[src/rtl/alu_cmd_sequencer.sv]
// Command sequencer for the 16-bit combinational ALU: register file, command/response
// handshakes, and two-pass SUB/CMP built from negate-then-add.
module alu_cmd_sequencer #(
  parameter int W    = 16,
  parameter int NREG = 4
) (
  input  logic                    clk,
  input  logic                    rst_n,
  input  logic                    cmd_valid,
  output logic                    cmd_ready,
  input  logic [3:0]              cmd_op,
  input  logic [$clog2(NREG)-1:0] cmd_rd,
  input  logic [$clog2(NREG)-1:0] cmd_ra,
  input  logic [$clog2(NREG)-1:0] cmd_rb,
  input  logic [W-1:0]            cmd_imm,
  input  logic                    cmd_cin,
  output logic [2:0]              alu_opc,
  output logic [W-1:0]            alu_inA,
  output logic [W-1:0]            alu_inB,
  output logic                    alu_inC,
  input  logic [W-1:0]            alu_outW,
  input  logic                    alu_zer,
  input  logic                    alu_neg,
  output logic                    rsp_valid,
  input  logic                    rsp_ready,
  output logic [W-1:0]            rsp_result,
  output logic                    rsp_zer,
  output logic                    rsp_neg,
  output logic                    rsp_err
);

  localparam int RW = $clog2(NREG);
  localparam logic [3:0] OP_SUB   = 4'd8;
  localparam logic [3:0] OP_CMP   = 4'd9;
  localparam logic [3:0] OP_LOADI = 4'd10;

  typedef enum logic [1:0] {IDLE, EXEC1, EXEC2, RESP} state_t;

  state_t          state_q, state_d;
  logic [3:0]      op_q;
  logic [RW-1:0]   rd_q, ra_q, rb_q;
  logic            cin_q;
  logic [W-1:0]    tmp_q;
  logic [W-1:0]    regs [NREG];
  logic            is_macro;

  assign is_macro = (op_q == OP_SUB) || (op_q == OP_CMP);

  always_ff @(posedge clk or negedge rst_n) begin
    if (!rst_n) state_q <= IDLE;
    else        state_q <= state_d;
  end

  always_comb begin
    state_d   = state_q;
    cmd_ready = 1'b0;
    alu_opc   = 3'b111;
    alu_inA   = '0;
    alu_inB   = '0;
    alu_inC   = 1'b0;
    case (state_q)
      IDLE: begin
        cmd_ready = 1'b1;
        if (cmd_valid) state_d = (cmd_op <= OP_CMP) ? EXEC1 : RESP;
      end
      EXEC1: begin
        // SUB/CMP first pass negates B so the second pass can add it to A
        if (is_macro) begin
          alu_opc = 3'b000;
          alu_inA = regs[rb_q];
          state_d = EXEC2;
        end else begin
          alu_opc = op_q[2:0];
          alu_inA = regs[ra_q];
          alu_inB = regs[rb_q];
          alu_inC = cin_q;
          state_d = RESP;
        end
      end
      EXEC2: begin
        alu_opc = 3'b010;
        alu_inA = regs[ra_q];
        alu_inB = tmp_q;
        state_d = RESP;
      end
      RESP: begin
        if (rsp_ready) state_d = IDLE;
      end
      default: state_d = IDLE;
    endcase
  end

  always_ff @(posedge clk or negedge rst_n) begin
    if (!rst_n) begin
      op_q       <= '0;
      rd_q       <= '0;
      ra_q       <= '0;
      rb_q       <= '0;
      cin_q      <= 1'b0;
      tmp_q      <= '0;
      rsp_valid  <= 1'b0;
      rsp_result <= '0;
      rsp_zer    <= 1'b0;
      rsp_neg    <= 1'b0;
      rsp_err    <= 1'b0;
      for (int i = 0; i < NREG; i++) regs[i] <= '0;
    end else begin
      case (state_q)
        IDLE: begin
          if (cmd_valid) begin
            op_q    <= cmd_op;
            rd_q    <= cmd_rd;
            ra_q    <= cmd_ra;
            rb_q    <= cmd_rb;
            cin_q   <= cmd_cin;
            rsp_err <= 1'b0;
            if (cmd_op == OP_LOADI) begin
              regs[cmd_rd] <= cmd_imm;
              rsp_result   <= cmd_imm;
              rsp_zer      <= (cmd_imm == '0);
              rsp_neg      <= cmd_imm[W-1];
              rsp_valid    <= 1'b1;
            end else if (cmd_op > OP_LOADI) begin
              rsp_result <= '0;
              rsp_zer    <= 1'b0;
              rsp_neg    <= 1'b0;
              rsp_err    <= 1'b1;
              rsp_valid  <= 1'b1;
            end
          end
        end
        EXEC1: begin
          if (is_macro) begin
            tmp_q <= alu_outW;
          end else begin
            regs[rd_q] <= alu_outW;
            rsp_result <= alu_outW;
            rsp_zer    <= alu_zer;
            rsp_neg    <= alu_neg;
            rsp_valid  <= 1'b1;
          end
        end
        EXEC2: begin
          if (op_q != OP_CMP) regs[rd_q] <= alu_outW;
          rsp_result <= alu_outW;
          rsp_zer    <= alu_zer;
          rsp_neg    <= alu_neg;
          rsp_valid  <= 1'b1;
        end
        RESP: begin
          if (rsp_ready) rsp_valid <= 1'b0;
        end
        default: ;
      endcase
    end
  end

endmodule

[config.mk]
export PLATFORM = sky130hd
export DESIGN_NAME = alu_cmd_sequencer
export DESIGN_NICKNAME = d
export VERILOG_FILES = /design/src/rtl/alu_cmd_sequencer.sv
export SDC_FILE = /design/constraint.sdc
export NUM_CORES = 1
export LEC_CHECK = 0
export BUFFER_PORTS_ARGS = -buffer_cell sky130_fd_sc_hd__buf_2
export CAP_MARGIN = 20
export CORE_AREA = 2 2 113 115
export CTS_CLUSTER_DIAMETER = 50
export DETAILED_ROUTE_END_ITERATION = 16
export DIE_AREA = 0 0 115 117
export HOLD_SLACK_MARGIN = 0.02
export MAX_ROUTING_LAYER = met4
export PLACE_DENSITY = 0.82
export SLEW_MARGIN = 20
export SYNTH_ARGS = -nofsm -noshare
export SYNTH_HDL_FRONTEND = slang
export SYNTH_SLANG_ARGS = --single-unit
[constraint.sdc]
create_clock -name clk -period 4.4 [get_ports clk]
set_input_delay 0.22 -clock clk [delete_from_list [all_inputs] [get_ports clk]]
set_output_delay 0.22 -clock clk [all_outputs]
set_load 0.01 [all_outputs]
# [Word level (Yosys, flattened, before mapping)]
# Cells that the tools add are included.
# Widths: inputs -> output; s select.
[op_classes] order_cmp=8 eq_ne=13 n_mux=53 bitwise_logic=4 n_reduce_logical=12
[op_table] operator="$mux 64" count=4
[op_table] operator="$mux 16" count=12
[op_table] operator="$pmux 64 s3" count=1
[op_table] operator="$bwmux 64" count=2
[op_table] operator="$bmux 16 s2" count=2
[op_table] operator="$demux 16 s2" count=2
[op_table] operator="$pmux 16 s2" count=2
[op_table] operator="$pmux 16 s3" count=1
[op_table] operator="$mux 1" count=18
[op_table] operator="$logic_not 16->1" count=1
[op_table] operator="$eq 4x4->1 const B" count=3
[op_table] operator="$ge 3x3->1 const B" count=4
[op_table] operator="$not 2->3" count=4
[op_table] operator="$ne 2x2->1 const B" count=5
[op_table] operator="$pmux 2 s4" count=1
[op_table] operator="$reduce_and 4->1" count=2
[op_table] operator="$lt 3x1->1 const B" count=2
[op_table] operator="$mux 2" count=3
[op_table] operator="$pmux 1 s3" count=2
[op_table] operator="$pmux 3 s2" count=1
[op_table] operator="$reduce_and 2->1" count=3
[op_table] operator="$reduce_and 5->1" count=1
[op_table] operator="$eq 2x2->1 const B" count=2
[op_table] operator="$gt 4x4->1 const B" count=1
[op_table] operator="10 further kinds" count=11
[word_totals] regBits=113 in_bits=49 out_inout_bits=57 elab_cells=106

# [Longest topological paths before layout]
# Gate-level depths: netlist (run 1).
[depth] word_depth=9 mapped_depth=9

# [Worst setup path after synthesis (run 1)]
# Ideal clock, no wire load.
[synth_timing] path_type="register to register" startpoint="reg state_q[0]" endpoint="reg regs[54] (netlist name)" arrival_ps=2266 required_ps=4273 slack_ps=2006 path_stages_with_launch=10 period_less_slack_ps=2394 path_cell_list="dfrtp_1 > inv_1 > ha_1 > buf_2 > nor3_1 > o21bai_1 > and3_1 > buf_4 > buf_6 > mux2_1"
[synth_between] elab_chain_len=3 word_cells_on_any_way=10
[synth_rtl] element="start, declared" line="39" text="state_t state_q, state_d;"
[synth_rtl] element="start signal, assigned" line="51" text="else state_q <= state_d;"
[synth_rtl] element="$eq 2x2->1, or another cell as far along" line="108" text="case (state_q)"
[synth_rtl] element="$ne 2x2->1 (no source line) or $reduce_bool 3->1 (tied branches)"
[synth_rtl] element="$reduce_and 5->1 (no source line)"
[synth_rtl] element="end signal, assigned by index" line="118" text="regs[cmd_rd] <= cmd_imm;"
[synth_rtl] element="end signal, assigned by index" line="136" text="regs[rd_q] <= alu_outW;"
[synth_rtl] element="end signal, assigned by index" line="144" text="if (op_q != OP_CMP) regs[rd_q] <= alu_outW;"
[synth_rtl] element="end, declared" line="44" text="logic [W-1:0] regs [NREG];"
# Several ways; a longest one is shown, not always the timed one.
# A chain may end at the register's enable or synchronous reset.

# [Worst setup path after layout (run 1)]
[layout_timing] startpoint="reg state_q[0]" endpoint="out alu_inA[10]"
[layout_between] elab_chain_len=2 word_cells_on_any_way=3
[layout_rtl] element="$eq 2x2->1 or $eq 2x1->1 (tied branches)" line="61" text="case (state_q)"
[layout_rtl] element="$pmux 16 s2 (*)" line="61"
[layout_rtl] element="end, declared" line="18" text="output logic [W-1:0] alu_inA,"
# Mark *: on every way between the ends. The rest lies on a longest branch, timed or not.

==> impl_metrics.csv, run 1 <==
group,metric,value,unit
sta,slew_violations,0,
synthesis,synth_fp_nets,638,
finish,nets,726,
floorplanning,initial_core_util,0.535,
detailed_routing,via_per_inst,6.71,
detailed_routing,drtIter0Drc,528,
floorplanning,die_x,115,um
synthesis,ys_ff_latch,113,
run_status,outcome,"complete, no violations",
clock_network,postCtsSetupRepairBufs,0,
finish,fin_area,7780,sq um
detailed_routing,drc,0,
synthesis,ys_async_sr_fraction,1.00,
clock_network,clk_pin_slew_worst_paths,50,ps
detailed_routing,first_pass_iters,5,
sta,fin_skew,5.44,ps
detailed_routing,routedWlPerCell,23.6,um
setup_path,worstPathArrival,3060,ps
finish,fillerInstances,924,
sta,fin_crit_sh,0.746,
finish,fin_util,0.632,
clock_network,htreeDepth,4,
power_and_ir_drop,power.total,6.69,mW
sta,min_period,3280,ps
sta,finalSetupViolations,0,
placement,placed_cells,801,
setup_path,r2r_start,"state_q[0]",
grt,grt_pass1_vias,5726,
grt,grt_max_degree,68,
synthesis,synth_area_leader_cell,"dfrtp_1",
power_and_ir_drop,leakage,3.56,nW
clock_network,cts.sinks,113,
synthesis,yosysMostFrequentCell,"dfrtp_1",
finish,multi_input_area,3540,sq um
sta,slew_headroom,0.333,
synthesis,synthFlopType,"dfrtp_1",
placement,place_area,7170,sq um
grt,gr-usage-all-layers,0.318,
power_and_ir_drop,ir_worst_vdd,0.406,mV
sta,fin_ws,1120,ps
synthesis,yosys-top-cells-area,"dfrtp_1 43%, mux2_2 13%, mux4_2 11%",
floorplanning,core,12300,sq um
floorplanning,die_y,117,um
synthesis,postSynthAreaPerCell,11.3,sq um
power_and_ir_drop,powerDensity,861,nW/um^2
setup_path,cp.required,4180,ps
synthesis,ys_seq_area_frac,0.429,
sta,finalHoldViolCount,0,
clock_network,cts_resized,0,
clock_network,cts.root.buffer_cell,"clkbuf_16",
sta,setup_tns,0,ps
job,drv_cap,0,
synthesis,synthCells,583,
clock_network,clockBufferDepth,2,
sta,fin_hold_ws,39.2,ps
clock_network,worstSkewPairLatency,420,ps
worst_hold_path,min_from,"cmd_cin",
clock_network,hold_buffers,1,
detailed_routing,ant_nets,0,
sta,fmax,0.304,GHz
finish,num_antenna_cells,0,
grt,grt_pass1_wl,30800,um
placement,port_buffers,105,
finish,drive_above_1_share,0.394,
finish,areaGrowthSynthToFinish,18.0,%
clock_network,cts_made_buffers,17,
sta,tightestPinTransition,999,ps
setup_path,crit_type,"reg2out",
setup_path,worstPathMaxFanout,22,
detailed_routing,finalWirelength,19700,um
synthesis,synthDistinctLibCells,46,
placement,dpl.hpwl,12600,um
floorplanning,io_pins,106,
synthesis,yosys-top-cells-count,"113 x dfrtp_1, 76 x mux2_2, 73 x nand2_1",
floorplanning,std_cell_rows,41,
finish,seq_area,2830,sq um
placement,gp_congestion,0.912,
grt,antenna_found_initial,0,
synthesis,synth_edf_count,0,
detailed_routing,vias,5590,
synthesis,synth_top_area_frac,0.429,
worst_hold_path,hold_path_class,"in2reg",
sta,rsz0062_at_grt,"false",
synthesis,netlist_area,6590,sq um
placement,dp_slack,1450,ps
grt,grt_overflow_total,0,
setup_path,startpoint_type,"register",
synthesis,synth_warnings,0,
setup_path,end_kind,"primary output",
floorplanning,die-area,13500,sq um
clock_network,cts_tree,"yes",
setup_path,startpoint,"state_q[0]",
finish,instances_no_fill,833,
metal layers:
metal | track usage | wire length [um] | part of all wire
met1 | 0.386 | 7490 | 0.38
met2 | 0.502 | 9740 | 0.50
met3 | 0.0778 | 1870 | 0.095
met4 | 0.157 | 564 | 0.029
met5 | - | 0 | 0
power by group:
group / switching [mW] / internal, mW
Sequential: 0.530 / 1.52
Combinational: 1.76 / 1.47
Clock: 0.466 / 0.944
Total: 2.76 / 3.94
critical path: stages, from the launching register on:
cell and delay, ps:
dfrtp_1 440, inv_1 150, ha_1 820, o21bai_1 490
buf_4 340, a22oi_1 110, nor2_1 140, buf_2 150
flip-flops by register name, indices dropped and copies added (netlist names), 2 cells and up:
name        cells
regs           64
rsp_result     16
tmp_q          16
op_q            4
ra_q            2
rb_q            2
rd_q            2
state_q         2
worst paths after layout:
check                                    to  slack, ps  depth (start not counted)
worst max register to register     regs[35]       1350                          5
min in group asynchronous          tmp_q[4]        470                          2
worst min-delay path                  cin_q         40                          2
max in group asynchronous           regs[1]       2790                          3
worst max-delay path            alu_inA[10]       1120                          7
worst min register to register      rsp_err        490                          2
layout by cell type, fill, tap and decap left out, drive strengths merged, types with 2 or more instances in the layout:
cell type,count
nand3,2
inv,4
nor3,3
a21oi,4
ha,6
and3,2
nor2,39
nor3b,2
mux2,106
clkinv,3
nand2b,5
o211ai,2
mux2i,2
nor4,3
buf,114
nand4,2
nand2,73
o22ai,32
nor2b,2
clkbuf,26
a22oi,32
dfrtp,113
o21ai,54
bufinv,3
mux4,32
o21bai,2
a211oi,2
area by class of cell:
type / instances / share of cell area
Sequential cell: 113 / 0.364
Clock inverter: 5 / 0.0129
Inverter: 5 / 0.00241
Multi-Input combinational cell: 419 / 0.455
Tap cell: 150 / 0.0241
Timing Repair Buffer: 115 / 0.0779
Clock buffer: 26 / 0.0642
logic make-up after synthesis:
group                    share of synthesized area
adder cells (fa/ha/maj)                     0.0114
flip-flops                                   0.429
AND/OR/NAND/NOR                             0.0968
buffers and inverters                       0.0366
multiplexers                                 0.299
AO/OA/AOI/OAI                                0.127
(Power assumes the default switching activity.)
==> run 2: changes to the inputs <==
Settings changed: ABC_AREA set to 1, CORE_AREA 2 2 113 115 to 2 2 121 123, DIE_AREA 0 0 115 117 to 0 0 123 125.
Clock period 4.4 ns to 2.8 ns, I/O delays scaled along.
==> run 2 against run 1 <==
Net effect:
- wire length grew 9.8%
- critical path depth down 1
- non-clock buffer count up 34
- sequential share of layout area is 3.1 points lower
- design area up 9.3%
- cell count is 58% higher
- sequential cell count stayed put
- hold slack gained 4.6 ps
- total power is 61% higher
- critical endpoint is now alu_inA[12]
- largest power group unchanged
==> impl_metrics.csv, run 2 <==
group,metric,value,unit
setup_path,crit_end,"alu_inA[12]",
power_and_ir_drop,leakage,4.28,nW
setup_path,r2r_start,"state_q[0]",
setup_path,r2r_setup_slack,450,ps
clock_network,cts.sinks,113,
synthesis,synth_edf_count,0,
detailed_routing,maxUsedRoutingLayer,"met4",
grt,antenna_found_initial,0,
detailed_routing,routedWlPerCell,16.5,um
finish,num_antenna_cells,0,
detailed_routing,via_per_inst,5.74,
sta,min_period,2590,ps
synthesis,synthFlopType,"dfrtp_1",
clock_network,postCtsSetupRepairBufs,0,
sta,finalHoldViolCount,0,
clock_network,clk_pin_slew_worst_paths,50,ps
synthesis,ys_async_sr_fraction,1.00,
finish,layout_common_cells,"456 x nand2_1, 113 x dfrtp_1, 104 x buf_2, 65 x nand4_1, 64 x o22ai_1",
setup_path,startpoint_type,"register",
detailed_routing,drc,0,
setup_path,cp.required,2660,ps
synthesis,yosys-top-cells-count,"456 x nand2_1, 113 x dfrtp_1, 65 x nand4_1",
floorplanning,die_y,125,um
grt,grt_pass1_vias,6638,
sta,fin_ws,214,ps
synthesis,synth_top_area_frac,0.387,
sta,slew_violations,0,
finish,regMostFlops,"regs",
floorplanning,die-area,15400,sq um
finish,reg_top3,"regs (64), rsp_result (16), tmp_q (16)",
run_status,outcome,"complete, no violations",
worst_hold_path,hold_path_class,"in2reg",
power_and_ir_drop,powerDensity,1270,nW/um^2
power_and_ir_drop,ir_worst_vdd,0.797,mV
synthesis,ys_ff_latch,113,
setup_path,end_kind,"primary output",
finish,fillerInstances,1301,
sta,fin_crit_sh,0.924,
grt,grt_overflow_total,0,
setup_path,worstPathMaxFanout,32,
job,drv_cap,0,
synthesis,postSynthAreaPerCell,7.17,sq um
placement,dp_slack,501,ps
floorplanning,io_pins,106,
finish,drive_above_1_share,0.156,
setup_path,crit_type,"reg2out",
setup_path,worstPathArrival,2450,ps
clock_network,worstSkewPairLatency,420,ps
setup_path,r2r_cells,7,
detailed_routing,met1_length,9990,um
synthesis,synth_area_leader_cell,"dfrtp_1",
setup_path,startpoint,"state_q[0]",
setup_path,r2r-end,"regs[53]",
grt,grt_max_degree,66,
floorplanning,initial_core_util,0.515,
placement,port_buffers,105,
synthesis,synth_warnings,0,
finish,multi_input_area,3790,sq um
sta,slew_headroom,0.562,
detailed_routing,met3_length,2210,um
finish,areaGrowthSynthToFinish,16.2,%
sta,finalSetupViolations,0,
finish,nets,1171,
detailed_routing,drtIter0Drc,1013,
sta,tightestPinTransition,655,ps
sta,setup_tns,0,ps
synthesis,synthDistinctLibCells,33,
clock_network,cts.root.buffer_cell,"clkbuf_16",
synthesis,yosys-top-cells-area,"dfrtp_1 39%, nand2_1 23%, nand4_1 5.6%",
synthesis,yosysMostFrequentCell,"nand2_1",
sta,fmax,0.387,GHz
detailed_routing,first_pass_iters,6,
floorplanning,die_x,123,um
floorplanning,core,14200,sq um
placement,gp_congestion,0.954,
sta,fin_skew,5.00,ps
grt,grt_pass1_wl,34700,um
synthesis,netlist_area,7310,sq um
placement,dpl.hpwl,15500,um
clock_network,htreeDepth,4,
finish,largest_reg_flops,64,
synthesis,ys_seq_area_frac,0.387,
floorplanning,std_cell_rows,44,
clock_network,cts_resized,0,
detailed_routing,finalWirelength,21600,um
synthesis,synthCells,1019,
finish,seq_area,2830,sq um
finish,fin_area,8500,sq um
clock_network,cts_tree,"yes",
synthesis,synth_fp_nets,1074,
placement,place_area,7730,sq um
clock_network,clockBufferDepth,2,
detailed_routing,ant_nets,0,
sta,rsz0062_at_grt,"false",
grt,gr-usage-all-layers,0.297,
detailed_routing,wl_met2,9100,um
detailed_routing,vias,7526,
finish,layout_commonest_cell,"nand2_1",
power_and_ir_drop,power.total,10.8,mW
clock_network,cts_made_buffers,17,
[run 2: cell count changes in the layout (fill, tap and decap cells not counted), moves of 12 or more]
cell / change
a21oi_1: +29
a22oi_1: -32
dlygate4sd3_1: +26
inv_1: +42
mux2_1: -20
mux2_2: -76
mux4_2: -32
nand2_1: +383
nand4_1: +64
nor2_1: -25
o211ai_1: +42
o21ai_1: +12
o22ai_1: +32
[run 2: logic make-up after synthesis]
| family | after synthesis | synth area share |
|---|---|---|
| AOI/OAI and AO/OA | 209 | 0.174 |
| adders and majority gates | 6 | 0.0103 |
| DFF | 113 | 0.387 |
| buffers and inverters | 130 | 0.0945 |
| and+or+nand+nor | 555 | 0.326 |
| muxes | 6 | 0.00822 |
[run 2: through the flow]
stage	cells	utilization	hold slack, ps
after floorplan	1019	-	-156
after global placement	1254	0.544	199
after detailed placement	1254	0.544	200
after CTS	1312	0.598	30.2
after global routing	1312	0.598	60.8
final	1312	0.598	43.8
[run 2: timing repair]
action | in CTS | in global routing
setup endpoints to repair | 0 | 0
hold buffers | 27 | 0
endpoints found under the hold margin | 70 | 0
[run 2: layout make-up]
| cell class | count | area share |
|---|---|---|
| Clock buffer | 23 | 0.0539 |
| Clock inverter | 8 | 0.00471 |
| Timing Repair Buffer | 149 | 0.109 |
| Multi-Input combinational cell | 776 | 0.446 |
| Sequential cell | 113 | 0.333 |
| Tap cell | 184 | 0.0271 |
| Inverter | 59 | 0.0264 |
[run 2: worst min path at each step]
stage	depth (start not counted)	slack, ps	from	end
2_1_floorplan	0	-160	rst_n	cin_q
3_3_place_gp	1	200	rst_n	rsp_result[1]
3_5_place_dp	1	200	rst_n	rsp_result[0]
4_1_cts	3	30	cmd_op[2]	op_q[2]
5_1_grt	5	60	alu_neg	rsp_neg
6_report	5	40	alu_neg	rsp_neg
[run 2: power breakdown]
part | internal (mW) | switching, mW
Sequential | 2.27 | 0.441
Combinational | 1.86 | 4.34
Clock | 1.13 | 0.720
Total | 5.26 | 5.51
[run 2: layer usage]
metal  track usage  up-vias
met5             -        -
met4        0.0876        0
met3        0.0584       26
met2         0.403      407
met1         0.447     3459
li1              -     3634
[run 2: worst max-delay path, stage by stage, from the launching register on]
cell and delay (ps):
dfrtp_1 430, inv_1 110, ha_1 470, inv_2 320, buf_4 410, a21oi_1 100
buf_2 160
==> run 3: changes to the inputs <==
--- a/config.mk
+++ b/config.mk
@@ -16,3 +16,4 @@
 export MAX_ROUTING_LAYER = met4
-export PLACE_DENSITY = 0.82
+export PLACE_DENSITY = 0.77
+export RECOVER_POWER = 25
 export SLEW_MARGIN = 20
==> constraint.sdc (replaced) <==
create_clock -name clk -period 2.8 [get_ports clk]
set_input_delay 0.42 -clock clk [delete_from_list [all_inputs] [get_ports clk]]
set_output_delay 0.42 -clock clk [all_outputs]
set_load 0.01 [all_outputs]
==> run 3 against run 2 <==
Net effect:
- non-clock buffer count is 24 lower
- clock power is 6% higher
- sequential share of layout area is 0.74 points higher
- total power is 2.8% higher
- count of clock-buffer cells in the layout is 4 higher
- die area stayed put
- hold slack better by 170 ps
- global-route usage is 0.090 points lower
- sequential power is 2% higher
- cell count is 1.7% lower
- first-iteration DRC count is 4.3% lower
- largest cell class unchanged
- largest power group unchanged
==> impl_metrics.csv, run 3 (synthesis results as in run 2) <==
group,metric,value,unit
clock_network,postCtsSetupRepairBufs,0,
power_and_ir_drop,leakage,4.19,nW
sta,tightestPinTransition,1350,ps
clock_network,cts.root.buffer_cell,"clkbuf_16",
grt,grt_overflow_total,0,
setup_path,crit_type,"reg2out",
finish,num_antenna_cells,0,
placement,gp_congestion,0.883,
finish,nets,1148,
clock_network,cts_tree,"yes",
finish,fin_util,0.586,
floorplanning,die-area,15400,sq um
setup_path,end_kind,"primary output",
setup_path,worstPathMaxFanout,16,
detailed_routing,drtIter0Drc,969,
grt,grt_pass1_wl,35000,um
grt,grt_max_degree,66,
finish,layout_commonest_cell,"nand2_1",
floorplanning,die_y,125,um
setup_path,crit_path_cell_trace,"inv_1 -> ha_1 -> nand2_1 -> nand2_2 -> nand2_1 -> a21oi_1 -> buf_2",
sta,rsz0062_at_grt,"false",
setup_path,worstPathArrival,2150,ps
sta,min_period,2570,ps
finish,fillerInstances,1331,
sta,finalSetupViolations,0,
clock_network,htreeDepth,4,
sta,fin_skew,9.05,ps
floorplanning,die_x,123,um
detailed_routing,via_per_inst,5.77,
detailed_routing,vias,7440,
power_and_ir_drop,p_int,5.41,mW
finish,multi_input_area,3800,sq um
power_and_ir_drop,p_clk_frac,0.177,
clock_network,cts_made_buffers,17,
power_and_ir_drop,p_sw_frac,0.512,
grt,grt_pass1_vias,6762,
power_and_ir_drop,p_comb_frac,0.573,
clock_network,clockBufferDepth,2,
sta,slew_headroom,0.0996,
detailed_routing,ant_nets,0,
sta,fmax,0.388,GHz
detailed_routing,drc,0,
setup_path,startpoint_type,"register",
floorplanning,std_cell_rows,44,
run_status,outcome,"complete, no violations",
setup_path,crit_path_frequent_cell,"nand2_1",
setup_path,slowest_stage,"dfrtp_1",
setup_path,max_stage_delay,410,ps
setup_path,cp.required,2380,ps
clock_network,clk_pin_slew_worst_paths,50,ps
finish,areaGrowthSynthToFinish,13.8,%
grt,gr-usage-all-layers,0.296,
sta,fin_crit_sh,0.920,
sta,setup_tns,0,ps
detailed_routing,finalWirelength,21900,um
finish,seq_area,2830,sq um
finish,layout_common_cells,"455 x nand2_1, 112 x dfrtp_1, 104 x buf_2, 65 x nand4_1, 64 x o22ai_1",
power_and_ir_drop,powerDensity,1330,nW/um^2
finish,reg_top3,"regs (64), rsp_result (16), tmp_q (16)",
power_and_ir_drop,seq_power_share,0.250,
floorplanning,core,14200,sq um
power_and_ir_drop,ir_worst_vdd,0.515,mV
placement,dpl.hpwl,15500,um
finish,drive_above_1_share,0.165,
detailed_routing,routedWlPerCell,16.9,um
sta,finalHoldViolCount,0,
grt,antenna_found_initial,0,
power_and_ir_drop,power.switching,5.66,mW
sta,slew_violations,0,
detailed_routing,first_pass_iters,6,
clock_network,hold_buffers,0,
clock_network,cts.sinks,113,
floorplanning,io_pins,106,
finish,largest_reg_flops,64,
clock_network,worstSkewPairLatency,420,ps
worst_hold_path,hold_path_class,"in2reg",
finish,regMostFlops,"regs",
floorplanning,initial_core_util,0.515,
job,drv_cap,0,
placement,port_buffers,105,
[run 3: cell types whose count changed in the layout (fill, tap and decap cells not counted), sizes merged]
cell | before | now
dlygate4sd3 | 27 | 0
clkbuf | 23 | 29
clkinv | 9 | 5
buf | 122 | 123
clkinvlp | 0 | 1
nor2 | 19 | 20
[run 3: through the flow]
step           setup slack, ps  area (sq um)  cells  power (mW)  hold slack (ps)
3_5_place_dp               540          7790   1257        8.95              459
3_3_place_gp               595          7790   1257        8.86              453
4_1_cts                   78.8          8320   1289        10.9             74.3
5_1_grt                   90.6          8320   1290        11.9              231
6_report                   225          8320   1290        11.1              214
2_1_floorplan              815          7310   1019        7.61              124
[run 3: path summary, 6_finish.rpt]
kind	from	endpoint	slack, ps	depth (start not counted)
setup / recovery	state_q[1]	alu_inA[5]	230	7
hold / removal	cmd_ra[0]	ra_q[0]	210	3
setup reg to reg	state_q[0]	regs[28]	470	10
hold reg to reg	tmp_q[1]	tmp_q[1]	470	2
max in group asynchronous	rst_n	regs[58]	860	2
min in group asynchronous	rst_n	regs[32]	290	1
[run 3: what timing repair did]
action                                  in CTS  in global routing
endpoints found under the setup margin       0                 12
endpoints found under the hold margin        0                  0
gates resized for setup                      0                  2
[run 3: cell type report]
type	instances	share of cell area
multi-input combinational	777	0.457
sequential	113	0.340
timing repair buffer	125	0.0839
clock buffer	27	0.0605
tap	184	0.0277
inverter	59	0.0269
clock inverter	5	0.00331
[run 3: power groups by stage]
| stage | Clock, mW | Sequential (mW) | Combinational, mW |
|---|---|---|---|
| after floorplan | 0 | 2.63 | 4.98 |
| after global placement | 0 | 2.75 | 6.11 |
| after detailed placement | 0 | 2.77 | 6.18 |
| after CTS | 1.97 | 2.75 | 6.23 |
| after global routing | 2.05 | 2.84 | 7.00 |
| final | 1.96 | 2.77 | 6.34 |
[run 3: critical path: cells and delay by family, from the launching register on]
family	cells	cell delay, ps
AOI/OAI and AO/OA	1	190
adders and majority gates	1	270
buffers and inverters	2	330
DFF	1	410
and+or+nand+nor	3	530
[run 3: metal layers]
layer	up-vias	share of wire	global-route usage	wire (um)
met2	411	0.42	0.417	9260
met3	29	0.097	0.0689	2130
met5	-	0	-	0
met1	3417	0.46	0.434	10100
met4	0	0.015	0.0682	324
li1	3583	-	-	-
